$ cat src/rtl/sdram_arbiter_if.sv
// sdram_arbiter_if: engine-side and pin-side signal bundle of the SDRAM command arbiter
//   slave  modport: arbiter view (engine requests/commands in, grants and pins out)
//   master modport: engine/pin view (requests/commands out, grants and pins in)
//   init_*  : init engine end/cmd/addr
//   ref_*   : refresh engine req/end/cmd/addr, ref_en grant
//   wr_*    : write engine req/end/cmd/addr/bank/data, wr_en grant
//   rd_*    : read engine req/end/cmd/addr/bank, rd_en grant
//   refresh_req, sdram_cmd/addr/ba/dq/dq_oe, tmo_err : arbiter outputs
interface sdram_arbiter_if #(
    parameter int ADDR_W = 12,
    parameter int DATA_W = 16
);
    logic              init_end;
    logic [3:0]        init_cmd;
    logic [ADDR_W-1:0] init_addr;
    logic              ref_req;
    logic              ref_end;
    logic [3:0]        ref_cmd;
    logic [ADDR_W-1:0] ref_addr;
    logic              wr_req;
    logic              wr_end;
    logic [3:0]        wr_cmd;
    logic [ADDR_W-1:0] wr_addr;
    logic [1:0]        wr_bank;
    logic [DATA_W-1:0] wr_data;
    logic              rd_req;
    logic              rd_end;
    logic [3:0]        rd_cmd;
    logic [ADDR_W-1:0] rd_addr;
    logic [1:0]        rd_bank;
    logic              ref_en;
    logic              wr_en;
    logic              rd_en;
    logic              refresh_req;
    logic [3:0]        sdram_cmd;
    logic [ADDR_W-1:0] sdram_addr;
    logic [1:0]        sdram_ba;
    logic [DATA_W-1:0] sdram_dq;
    logic              sdram_dq_oe;
    logic              tmo_err;
    modport slave (
        input  init_end, init_cmd, init_addr,
        input  ref_req, ref_end, ref_cmd, ref_addr,
        input  wr_req, wr_end, wr_cmd, wr_addr, wr_bank, wr_data,
        input  rd_req, rd_end, rd_cmd, rd_addr, rd_bank,
        output ref_en, wr_en, rd_en, refresh_req,
        output sdram_cmd, sdram_addr, sdram_ba, sdram_dq, sdram_dq_oe, tmo_err
    );
    modport master (
        output init_end, init_cmd, init_addr,
        output ref_req, ref_end, ref_cmd, ref_addr,
        output wr_req, wr_end, wr_cmd, wr_addr, wr_bank, wr_data,
        output rd_req, rd_end, rd_cmd, rd_addr, rd_bank,
        input  ref_en, wr_en, rd_en, refresh_req,
        input  sdram_cmd, sdram_addr, sdram_ba, sdram_dq, sdram_dq_oe, tmo_err
    );
endinterface

$ cat src/rtl/sdram_arbiter.sv
// sdram_arbiter: grants the SDRAM command bus to refresh > write > read after init
//   sys_clk : clock, rising edge
//   sys_rst : synchronous active-high reset
//   bus     : sdram_arbiter_if.slave (engine requests/commands, grants, registered pins)
//   ARB_RR_EN (macro): defined -> round-robin write/read tie-break; undefined -> write wins
//   GRANT_TMO: cycles allowed in one grant before forced release (0 disables the watchdog)
module sdram_arbiter #(
    parameter int ADDR_W    = 12,
    parameter int DATA_W    = 16,
    parameter int GRANT_TMO = 1023
) (
    input logic           sys_clk,
    input logic           sys_rst,
    sdram_arbiter_if.slave bus
);
    localparam logic [4:0] S_INIT  = 5'b00001;
    localparam logic [4:0] S_ARBIT = 5'b00010;
    localparam logic [4:0] S_AREF  = 5'b00100;
    localparam logic [4:0] S_WRITE = 5'b01000;
    localparam logic [4:0] S_READ  = 5'b10000;
    localparam logic [3:0] NOP     = 4'b0111;
    localparam int CW = (GRANT_TMO > 0) ? $clog2(GRANT_TMO + 1) : 1;
    localparam logic [CW-1:0] TMO_LAST = CW'((GRANT_TMO > 0) ? GRANT_TMO - 1 : 0);
    logic [4:0]        state_q, state_d;
    logic [CW-1:0]     cnt_q, cnt_d;
    logic [3:0]        cmd_q, cmd_d;
    logic [ADDR_W-1:0] addr_q, addr_d;
    logic [1:0]        ba_q, ba_d;
    logic [DATA_W-1:0] dq_q, dq_d;
    logic              dq_oe_q, ref_en_q, wr_en_q, rd_en_q, tmo_err_q;
    logic              granted, end_hit, tmo, arb, pick_ref, pick_wr, pick_rd, wr_wins;
`ifdef ARB_RR_EN
    logic              last_wr_q;
    // Break a write/read tie in favour of whichever was not served last
    assign wr_wins = !bus.rd_req || !last_wr_q;
`else
    assign wr_wins = 1'b1;
`endif
    always_comb begin
        granted  = |(state_q & (S_AREF | S_WRITE | S_READ));
        end_hit  = (state_q == S_AREF && bus.ref_end) || (state_q == S_WRITE && bus.wr_end) ||
                   (state_q == S_READ && bus.rd_end);
        tmo      = (GRANT_TMO != 0) && granted && cnt_q == TMO_LAST;
        arb      = state_q == S_ARBIT;
        pick_ref = arb && bus.ref_req;
        pick_wr  = arb && !bus.ref_req && bus.wr_req && wr_wins;
        pick_rd  = arb && !bus.ref_req && bus.rd_req && !pick_wr;
        state_d  = (state_q == S_INIT) ? (bus.init_end ? S_ARBIT : S_INIT) :
                   pick_ref ? S_AREF : pick_wr ? S_WRITE : pick_rd ? S_READ :
                   (end_hit || tmo) ? S_ARBIT : state_q;
        cnt_d    = (state_d != state_q || !granted) ? '0 : cnt_q + 1'b1;
        cmd_d    = tmo ? NOP : (state_q == S_INIT) ? bus.init_cmd : (state_q == S_AREF) ? bus.ref_cmd :
                   (state_q == S_WRITE) ? bus.wr_cmd : (state_q == S_READ) ? bus.rd_cmd : NOP;
        addr_d   = tmo ? '0 : (state_q == S_INIT) ? bus.init_addr : (state_q == S_AREF) ? bus.ref_addr :
                   (state_q == S_WRITE) ? bus.wr_addr : (state_q == S_READ) ? bus.rd_addr : '0;
        ba_d     = tmo ? 2'd0 : (state_q == S_WRITE) ? bus.wr_bank : (state_q == S_READ) ? bus.rd_bank : 2'd0;
        dq_d     = (state_q == S_WRITE && !tmo) ? bus.wr_data : '0;
    end
    always_ff @(posedge sys_clk) begin
        if (sys_rst) begin
            state_q   <= S_INIT;
            cnt_q     <= '0;
            cmd_q     <= NOP;
            addr_q    <= '0;
            ba_q      <= 2'd0;
            dq_q      <= '0;
            dq_oe_q   <= 1'b0;
            ref_en_q  <= 1'b0;
            wr_en_q   <= 1'b0;
            rd_en_q   <= 1'b0;
            tmo_err_q <= 1'b0;
        end else begin
            state_q   <= state_d;
            cnt_q     <= cnt_d;
            cmd_q     <= cmd_d;
            addr_q    <= addr_d;
            ba_q      <= ba_d;
            dq_q      <= dq_d;
            // Follows the next state so the bus is released in the same cycle the grant ends
            dq_oe_q   <= state_d == S_WRITE;
            ref_en_q  <= pick_ref;
            wr_en_q   <= pick_wr;
            rd_en_q   <= pick_rd;
            tmo_err_q <= tmo_err_q || tmo;
        end
    end
`ifdef ARB_RR_EN
    always_ff @(posedge sys_clk) begin
        if (sys_rst) last_wr_q <= 1'b0;
        else if (pick_wr || pick_rd) last_wr_q <= pick_wr;
    end
`endif
    assign bus.refresh_req = bus.ref_req && (state_q == S_WRITE || state_q == S_READ);
    assign bus.ref_en      = ref_en_q;
    assign bus.wr_en       = wr_en_q;
    assign bus.rd_en       = rd_en_q;
    assign bus.sdram_cmd   = cmd_q;
    assign bus.sdram_addr  = addr_q;
    assign bus.sdram_ba    = ba_q;
    assign bus.sdram_dq    = dq_q;
    assign bus.sdram_dq_oe = dq_oe_q;
    assign bus.tmo_err     = tmo_err_q;
endmodule

$ cat src/flat_wrapper.sv
// flat-port wrapper written by rule: the top's interface ports become plain ports
module sdram_arbiter_flat 
#(
    parameter int ADDR_W    = 12,
    parameter int DATA_W    = 16,
    parameter int GRANT_TMO = 1023
)
  (sys_clk, sys_rst, bus_init_end, bus_init_cmd, bus_init_addr, bus_ref_req, bus_ref_end, bus_ref_cmd, bus_ref_addr, bus_wr_req, bus_wr_end, bus_wr_cmd, bus_wr_addr, bus_wr_bank, bus_wr_data, bus_rd_req, bus_rd_end, bus_rd_cmd, bus_rd_addr, bus_rd_bank, bus_ref_en, bus_wr_en, bus_rd_en, bus_refresh_req, bus_sdram_cmd, bus_sdram_addr, bus_sdram_ba, bus_sdram_dq, bus_sdram_dq_oe, bus_tmo_err);
  sdram_arbiter_if #(.ADDR_W(ADDR_W), .DATA_W(DATA_W)) bus_i ();
  input logic sys_clk;
  input logic sys_rst;
  input wire logic [$bits(bus_i.init_end)-1:0] bus_init_end;
  input wire logic [$bits(bus_i.init_cmd)-1:0] bus_init_cmd;
  input wire logic [$bits(bus_i.init_addr)-1:0] bus_init_addr;
  input wire logic [$bits(bus_i.ref_req)-1:0] bus_ref_req;
  input wire logic [$bits(bus_i.ref_end)-1:0] bus_ref_end;
  input wire logic [$bits(bus_i.ref_cmd)-1:0] bus_ref_cmd;
  input wire logic [$bits(bus_i.ref_addr)-1:0] bus_ref_addr;
  input wire logic [$bits(bus_i.wr_req)-1:0] bus_wr_req;
  input wire logic [$bits(bus_i.wr_end)-1:0] bus_wr_end;
  input wire logic [$bits(bus_i.wr_cmd)-1:0] bus_wr_cmd;
  input wire logic [$bits(bus_i.wr_addr)-1:0] bus_wr_addr;
  input wire logic [$bits(bus_i.wr_bank)-1:0] bus_wr_bank;
  input wire logic [$bits(bus_i.wr_data)-1:0] bus_wr_data;
  input wire logic [$bits(bus_i.rd_req)-1:0] bus_rd_req;
  input wire logic [$bits(bus_i.rd_end)-1:0] bus_rd_end;
  input wire logic [$bits(bus_i.rd_cmd)-1:0] bus_rd_cmd;
  input wire logic [$bits(bus_i.rd_addr)-1:0] bus_rd_addr;
  input wire logic [$bits(bus_i.rd_bank)-1:0] bus_rd_bank;
  output wire logic [$bits(bus_i.ref_en)-1:0] bus_ref_en;
  output wire logic [$bits(bus_i.wr_en)-1:0] bus_wr_en;
  output wire logic [$bits(bus_i.rd_en)-1:0] bus_rd_en;
  output wire logic [$bits(bus_i.refresh_req)-1:0] bus_refresh_req;
  output wire logic [$bits(bus_i.sdram_cmd)-1:0] bus_sdram_cmd;
  output wire logic [$bits(bus_i.sdram_addr)-1:0] bus_sdram_addr;
  output wire logic [$bits(bus_i.sdram_ba)-1:0] bus_sdram_ba;
  output wire logic [$bits(bus_i.sdram_dq)-1:0] bus_sdram_dq;
  output wire logic [$bits(bus_i.sdram_dq_oe)-1:0] bus_sdram_dq_oe;
  output wire logic [$bits(bus_i.tmo_err)-1:0] bus_tmo_err;
  assign bus_i.init_end = bus_init_end;
  assign bus_i.init_cmd = bus_init_cmd;
  assign bus_i.init_addr = bus_init_addr;
  assign bus_i.ref_req = bus_ref_req;
  assign bus_i.ref_end = bus_ref_end;
  assign bus_i.ref_cmd = bus_ref_cmd;
  assign bus_i.ref_addr = bus_ref_addr;
  assign bus_i.wr_req = bus_wr_req;
  assign bus_i.wr_end = bus_wr_end;
  assign bus_i.wr_cmd = bus_wr_cmd;
  assign bus_i.wr_addr = bus_wr_addr;
  assign bus_i.wr_bank = bus_wr_bank;
  assign bus_i.wr_data = bus_wr_data;
  assign bus_i.rd_req = bus_rd_req;
  assign bus_i.rd_end = bus_rd_end;
  assign bus_i.rd_cmd = bus_rd_cmd;
  assign bus_i.rd_addr = bus_rd_addr;
  assign bus_i.rd_bank = bus_rd_bank;
  assign bus_ref_en = bus_i.ref_en;
  assign bus_wr_en = bus_i.wr_en;
  assign bus_rd_en = bus_i.rd_en;
  assign bus_refresh_req = bus_i.refresh_req;
  assign bus_sdram_cmd = bus_i.sdram_cmd;
  assign bus_sdram_addr = bus_i.sdram_addr;
  assign bus_sdram_ba = bus_i.sdram_ba;
  assign bus_sdram_dq = bus_i.sdram_dq;
  assign bus_sdram_dq_oe = bus_i.sdram_dq_oe;
  assign bus_tmo_err = bus_i.tmo_err;
  sdram_arbiter #(.ADDR_W(ADDR_W), .DATA_W(DATA_W), .GRANT_TMO(GRANT_TMO)) u_core (.sys_clk(sys_clk), .sys_rst(sys_rst), .bus(bus_i));
endmodule
$ cat config.mk
export PLATFORM = sky130hd
export DESIGN_NAME = sdram_arbiter_flat
export DESIGN_NICKNAME = d
export VERILOG_FILES = /design/src/rtl/sdram_arbiter_if.sv /design/src/rtl/sdram_arbiter.sv /design/src/flat_wrapper.sv
export SDC_FILE = /design/constraint.sdc
export NUM_CORES = 1
export LEC_CHECK = 0
export BUFFER_PORTS_ARGS = -buffer_cell sky130_fd_sc_hd__buf_2
export CAP_MARGIN = 20
export CELL_PAD_IN_SITES_DETAIL_PLACEMENT = 1
export CELL_PAD_IN_SITES_GLOBAL_PLACEMENT = 1
export CORE_MARGIN = 8
export CORE_UTILIZATION = 29
export CTS_BUF_LIST = sky130_fd_sc_hd__clkbuf_4
export CTS_CLUSTER_SIZE = 8
export DETAILED_ROUTE_END_ITERATION = 8
export PLACE_DENSITY = 0.88
export SYNTH_ARGS = -nofsm -noshare
export SYNTH_HDL_FRONTEND = slang
export SYNTH_SLANG_ARGS = --single-unit
export TNS_END_PERCENT = 1
$ cat constraint.sdc
create_clock -name sys_clk -period 1.76 [get_ports sys_clk]
set_clock_uncertainty 0.05 [all_clocks]
set_input_delay 0.176 -clock sys_clk [delete_from_list [all_inputs] [get_ports sys_clk]]
set_output_delay 0.176 -clock sys_clk [all_outputs]
set_load 0.01 [all_outputs]
Yosys cells after proc, flatten, opt, wreduce, memory -nomap -nowiden
Index checks and enable logic that the tools add are counted. W data, S select, Z words.

Equal/unequal tests: 8. Reduce and logical (&&, ||, !) cells: 25. Add/subtract/negate cells: 1. Multiplexer cells: 16. Bitwise gates (word level): 1.

Operator list (count): $mux W12 (4); $mux W5 (5); $mux W4 (4); $logic_and A1 B1 Y1 (11); $add A10 B1 Y10 const B (1); $eq A10 B10 Y1 const B (1); $eq A5 B4 Y1 const B (2); $logic_or A1 B1 Y1 (6); $mux W2 (3); $reduce_or A2 Y1 (3); $eq A5 B1 Y1 const B (1); $eq A5 B2 Y1 const B (1); $eq A5 B3 Y1 const B (1); $eq A5 B5 Y1 const B (1); $ne A5 B5 Y1 (1); $logic_not A1 Y1 (4); $reduce_or A3 Y1 (1); $not A1 Y1 (1).

Output and inout bits: 40. Logic and storage cells: 62. Input bits: 93. Register bits after elaboration: 54.

Longest topological paths before layout
Depth after elaboration: 13. Depth in mapped cells: 7. Depth with buffers taken out: 6.

Least setup slack after synthesis
OpenSTA, ideal clock, no wires.

Path type: register to register. Start point: register u_core.state_q[3]. End point: register u_core.state_q[1]. Clock period less this slack: 1.653 ns. Path slack: 0.107 ns. Library setup time: 0.124 ns. Path buffers: 1. Stages on the path, launching flop included: 6. Data arrival time: 1.480 ns. Cell sequence: dfxtp_1 buf_6 or3_4 or3_4 a22oi_1 a31oi_1.

Longest elaborated chain between the ends: 10. Elaborated cells between the ends (all ways): 24.

RTL lines: start: declaration (line sdram_arbiter.sv:24) `logic [4:0] state_q, state_d;`; start signal: assignment (line sdram_arbiter.sv:73) `state_q <= state_d;`; $eq A5 B3 Y1 or $eq A5 B4 Y1 (tied branches) (line sdram_arbiter.sv:41) `end_hit = (state_q == S_AREF && bus.ref_end) || (state_q == S_WRITE && bus.wr_end) ||`; $logic_and A1 B1 Y1 (line sdram_arbiter.sv:41); $logic_or A1 B1 Y1 (2 in series) (line sdram_arbiter.sv:41); $logic_or A1 B1 Y1 (line sdram_arbiter.sv:50) `(end_hit || tmo) ? S_ARBIT : state_q;`; $mux W5 (line sdram_arbiter.sv:50); $mux W5 (3 in series) (line sdram_arbiter.sv:49) `pick_ref ? S_AREF : pick_wr ? S_WRITE : pick_rd ? S_READ :`; $mux W5 (*) (line sdram_arbiter.sv:48) `state_d = (state_q == S_INIT) ? (bus.init_end ? S_ARBIT : S_INIT) :`.

Every way passes the cells marked *; elsewhere a longest branch is shown, timed or not. A chain may end at the register's enable or synchronous reset.

Worst setup path after layout
Start point: register u_core.state_q[4]. End point: register u_core.cmd_q[2], in the netlist u_core.bus.sdram_cmd[2].

Longest elaborated chain between the ends: 5. Elaborated cells between the ends (all ways): 11.

RTL lines: $eq A5 B5 Y1 (line sdram_arbiter.sv:53) `(state_q == S_WRITE) ? bus.wr_cmd : (state_q == S_READ) ? bus.rd_cmd : NOP;`; $mux W4 (2 in series) (line sdram_arbiter.sv:53); $mux W4 (2 in series) (line sdram_arbiter.sv:52) `cmd_d = tmo ? NOP : (state_q == S_INIT) ? bus.init_cmd : (state_q == S_AREF) ? bus.ref_cmd :`; end signal: assignment (line sdram_arbiter.sv:75) `cmd_q <= cmd_d;`; end: declaration (line sdram_arbiter.sv:26) `logic [3:0] cmd_q, cmd_d;`.

Several ways; a longest one is shown, not always the timed one.

==> qor.yml <==
critical_path:
  cp.arrival_ns: 1.97
  path_class: "reg -> reg"
  cp-start-kind: "register"
  end_kind: "register"
  reg2reg_depth: 5
  crit_required_ns: 2.00
  worstPathMaxFanout: 6
sta:
  finalHoldViolations: 0
  fin_crit_ns: 1.73
  fin_crit_sh_pct: 98.6
  finalSetupViolations: 0
  setup_slack_ns: 0.0255
  max_slew_margin_pct: 75.1
  hold_slack_ns: 0.0158
  drv_slew: 0
  grt_setup_unrepaired: "yes"
  maxClockFrequency_ghz: 0.577
  tightest_slew_ns: 0.371
floorplan:
  num_rows: 32
  start_util_pct: 29.4
  chipHeight_um: 104
  core-area_mm2: 0.00757
  pin_count: 133
  die_area_mm2: 0.0107
  die_x_um: 104
power:
  p_leak_nw: 1.68
  power.density_mw_per_mm2: 662
  vdd_drop_max_mv: 0.294
detailed_routing:
  drtIter0Drc: 102
  via_per_inst: 4.84
  num_vias: 2494
  antenna_left: 0
  drt_wl_total_um: 9330
  wl_per_cell_um: 18.1
  drt_pass1_iterations: 6
  drc_errors: 0
place:
  hpwl_um: 6680
  place_area_mm2: 0.00311
  place_ws_ns: 0.0388
  portBuffers: 132
  dp.cells: 464
  gp_congestion: 0.797
clocking:
  cts_buffers: 5
  cts.htree.levels: 2
  clk-insertion-delay-late_ns: 0.38
  root_buffer: "clkbuf_4"
  clk_path_buf_depth: 2
  cts_tree: "done"
  cts_sinks: 54
  clk_pin_slew_ns: 0.17
job:
  max-cap-violations: 0
final_layout:
  fillers: 919
  layout-drive-gt1-share_pct: 45.5
  finalNetCount: 507
  multi_input_area_mm2: 0.00110
  final_cells: 515
  regArea_mm2: 0.00109
  synthToLayoutAreaGrowth_pct: 64.8
  design_area_mm2: 0.00367
  n_antenna_cell: 0
synthesis:
  yosysSeqAreaShare_pct: 48.5
  yosysTopAreaCell: "dfxtp_1"
  synth_commonest_cells: "dfxtp_1 (54), and2_1 (18), nand2_1 (17)"
  syn_inst: 225
  synth_most_common_cell: "dfxtp_1"
  yosysUniqueCellTypes: 46
  avgSynthCellArea_um2: 9.90
  synthesis.nets: 320
  synthFlopType: "dfxtp_1"
  synth.top_cell.area_share_pct: 48.5
  synth_area_leaders: "dfxtp_1 (49%), a222oi_1 (5.8%), and2_1 (5.1%)"
  syn-cell-area_mm2: 0.00223
  async_flop_share_pct: 0
  synth_seq_cells: 54
  synth_edf_count: 0
  yosysWarningCount: 0
grt:
  antenna_found_initial: 0
  grt_pass1_vias: 2922
  grt_start_max_net_pins: 19
  overflow: 0
  grt.total_usage_pct: 17.1
  grt_pass1_wl_um: 14900
worst_hold_path:
  hold_class: "in -> reg"
  hold_path_depth: 3
outcome:
  status: "finished clean"
[timing repair]
item                                   CTS  global route
resized for setup                        6            11
endpoints found under the hold margin   36             0
hold buffers                            41             0
buffers inserted                         3             0
setup endpoints to repair                1            40
pin swaps                                2             1
[cell usage in the layout (no fill, tap or decap), types with 5 or more instances in the layout]
cell and n:
dlygate4sd3_1 41, nand3_1 6, a21oi_1 13, buf_2 132, nor3_1 13, buf_4 16, and2_1 18, nand2_1 17
nor2_1 6, a222oi_1 13, dfxtp_1 49, clkbuf_4 5, o22ai_1 5
[sequential cells by signal, indices dropped and copies added (netlist names)]
register and count:
u_core.cnt_q 10, u_core.bus.sdram_dq 16, u_core.bus.sdram_cmd 4, u_core.bus.tmo_err 1, u_core.bus.rd_en 1, u_core.state_q 5, u_core.bus.sdram_ba 2, u_core.bus.wr_en 1
u_core.bus.sdram_addr 12, u_core.bus.ref_en 1, u_core.bus.sdram_dq_oe 1
[cell families (layout without fill, tap and decap cells)]
logic type               Yosys count  count (layout)  share of synthesized area [%]
adder cells (fa/ha/maj)            2               2                           1.12
AO/OA/AOI/OAI                     49              49                           17.2
AND/OR/NAND/NOR                   93              93                           25.7
flip-flops                        54              54                           48.5
buffers and inverters             19             207                           4.33
XOR/XNOR                           8               8                           3.15
[stage by stage]
| stage | util (%) | power (W) | setup TNS [ns] |
|---|---|---|---|
| after floorplan | - | 0.00152 | 0 |
| after global placement | 41.2 | 0.00175 | 0 |
| after detailed placement | 41.2 | 0.00177 | 0 |
| after CTS | 47.8 | 0.00244 | 0 |
| after global routing | 48.5 | 0.00255 | -0.108 |
| final | 48.5 | 0.00243 | 0 |
[final cells by class]
type	instances	area share [%]
timing repair buffer	193	34.4
tap	102	3.48
inverter	6	0.614
clock buffer	5	1.02
clock inverter	3	0.682
sequential	54	29.7
multi-input combinational	152	30.1
[worst max-delay path, cell delays in order (launching register included)]
cell     delay, ns
dfxtp_4       0.41
buf_4         0.16
or3_1         0.35
or3_4         0.38
o22ai_1       0.20
o21ai_1       0.09
[layer usage]
metal	up-vias	global-route usage (%)	part of all wire, %	wire length [µm]
met5	-	0	0	0
met4	0	6.09	2.5	230
met3	16	6.26	8.9	826
met2	126	33.2	54	5050
met1	1149	15.6	35	3220
li1	1203	-	-	-
[path summary, 6_finish.rpt]
| check | start | endpoint | slack (ns) |
|---|---|---|---|
| worst min-delay path | bus_ref_addr[9] | u_core.bus.sdram_addr[9] | 0.02 |
| worst max-delay path | u_core.state_q[4] | u_core.bus.sdram_cmd[2] | 0.03 |
| worst max register to register | u_core.state_q[4] | u_core.bus.sdram_cmd[2] | 0.03 |
| worst min register to register | u_core.bus.tmo_err | u_core.bus.tmo_err | 0.43 |
[power breakdown]
group | internal (W) | leakage (nW) | switching, W | total, W
Sequential | 0.00127 | 0.440 | 0.0000283 | 0.00130
Combinational | 0.000285 | 1.21 | 0.000254 | 0.000538
Clock | 0.000164 | 0.0318 | 0.000424 | 0.000589
Total | 0.00172 | 1.68 | 0.000706 | 0.00243
(Power assumes the default switching activity.)
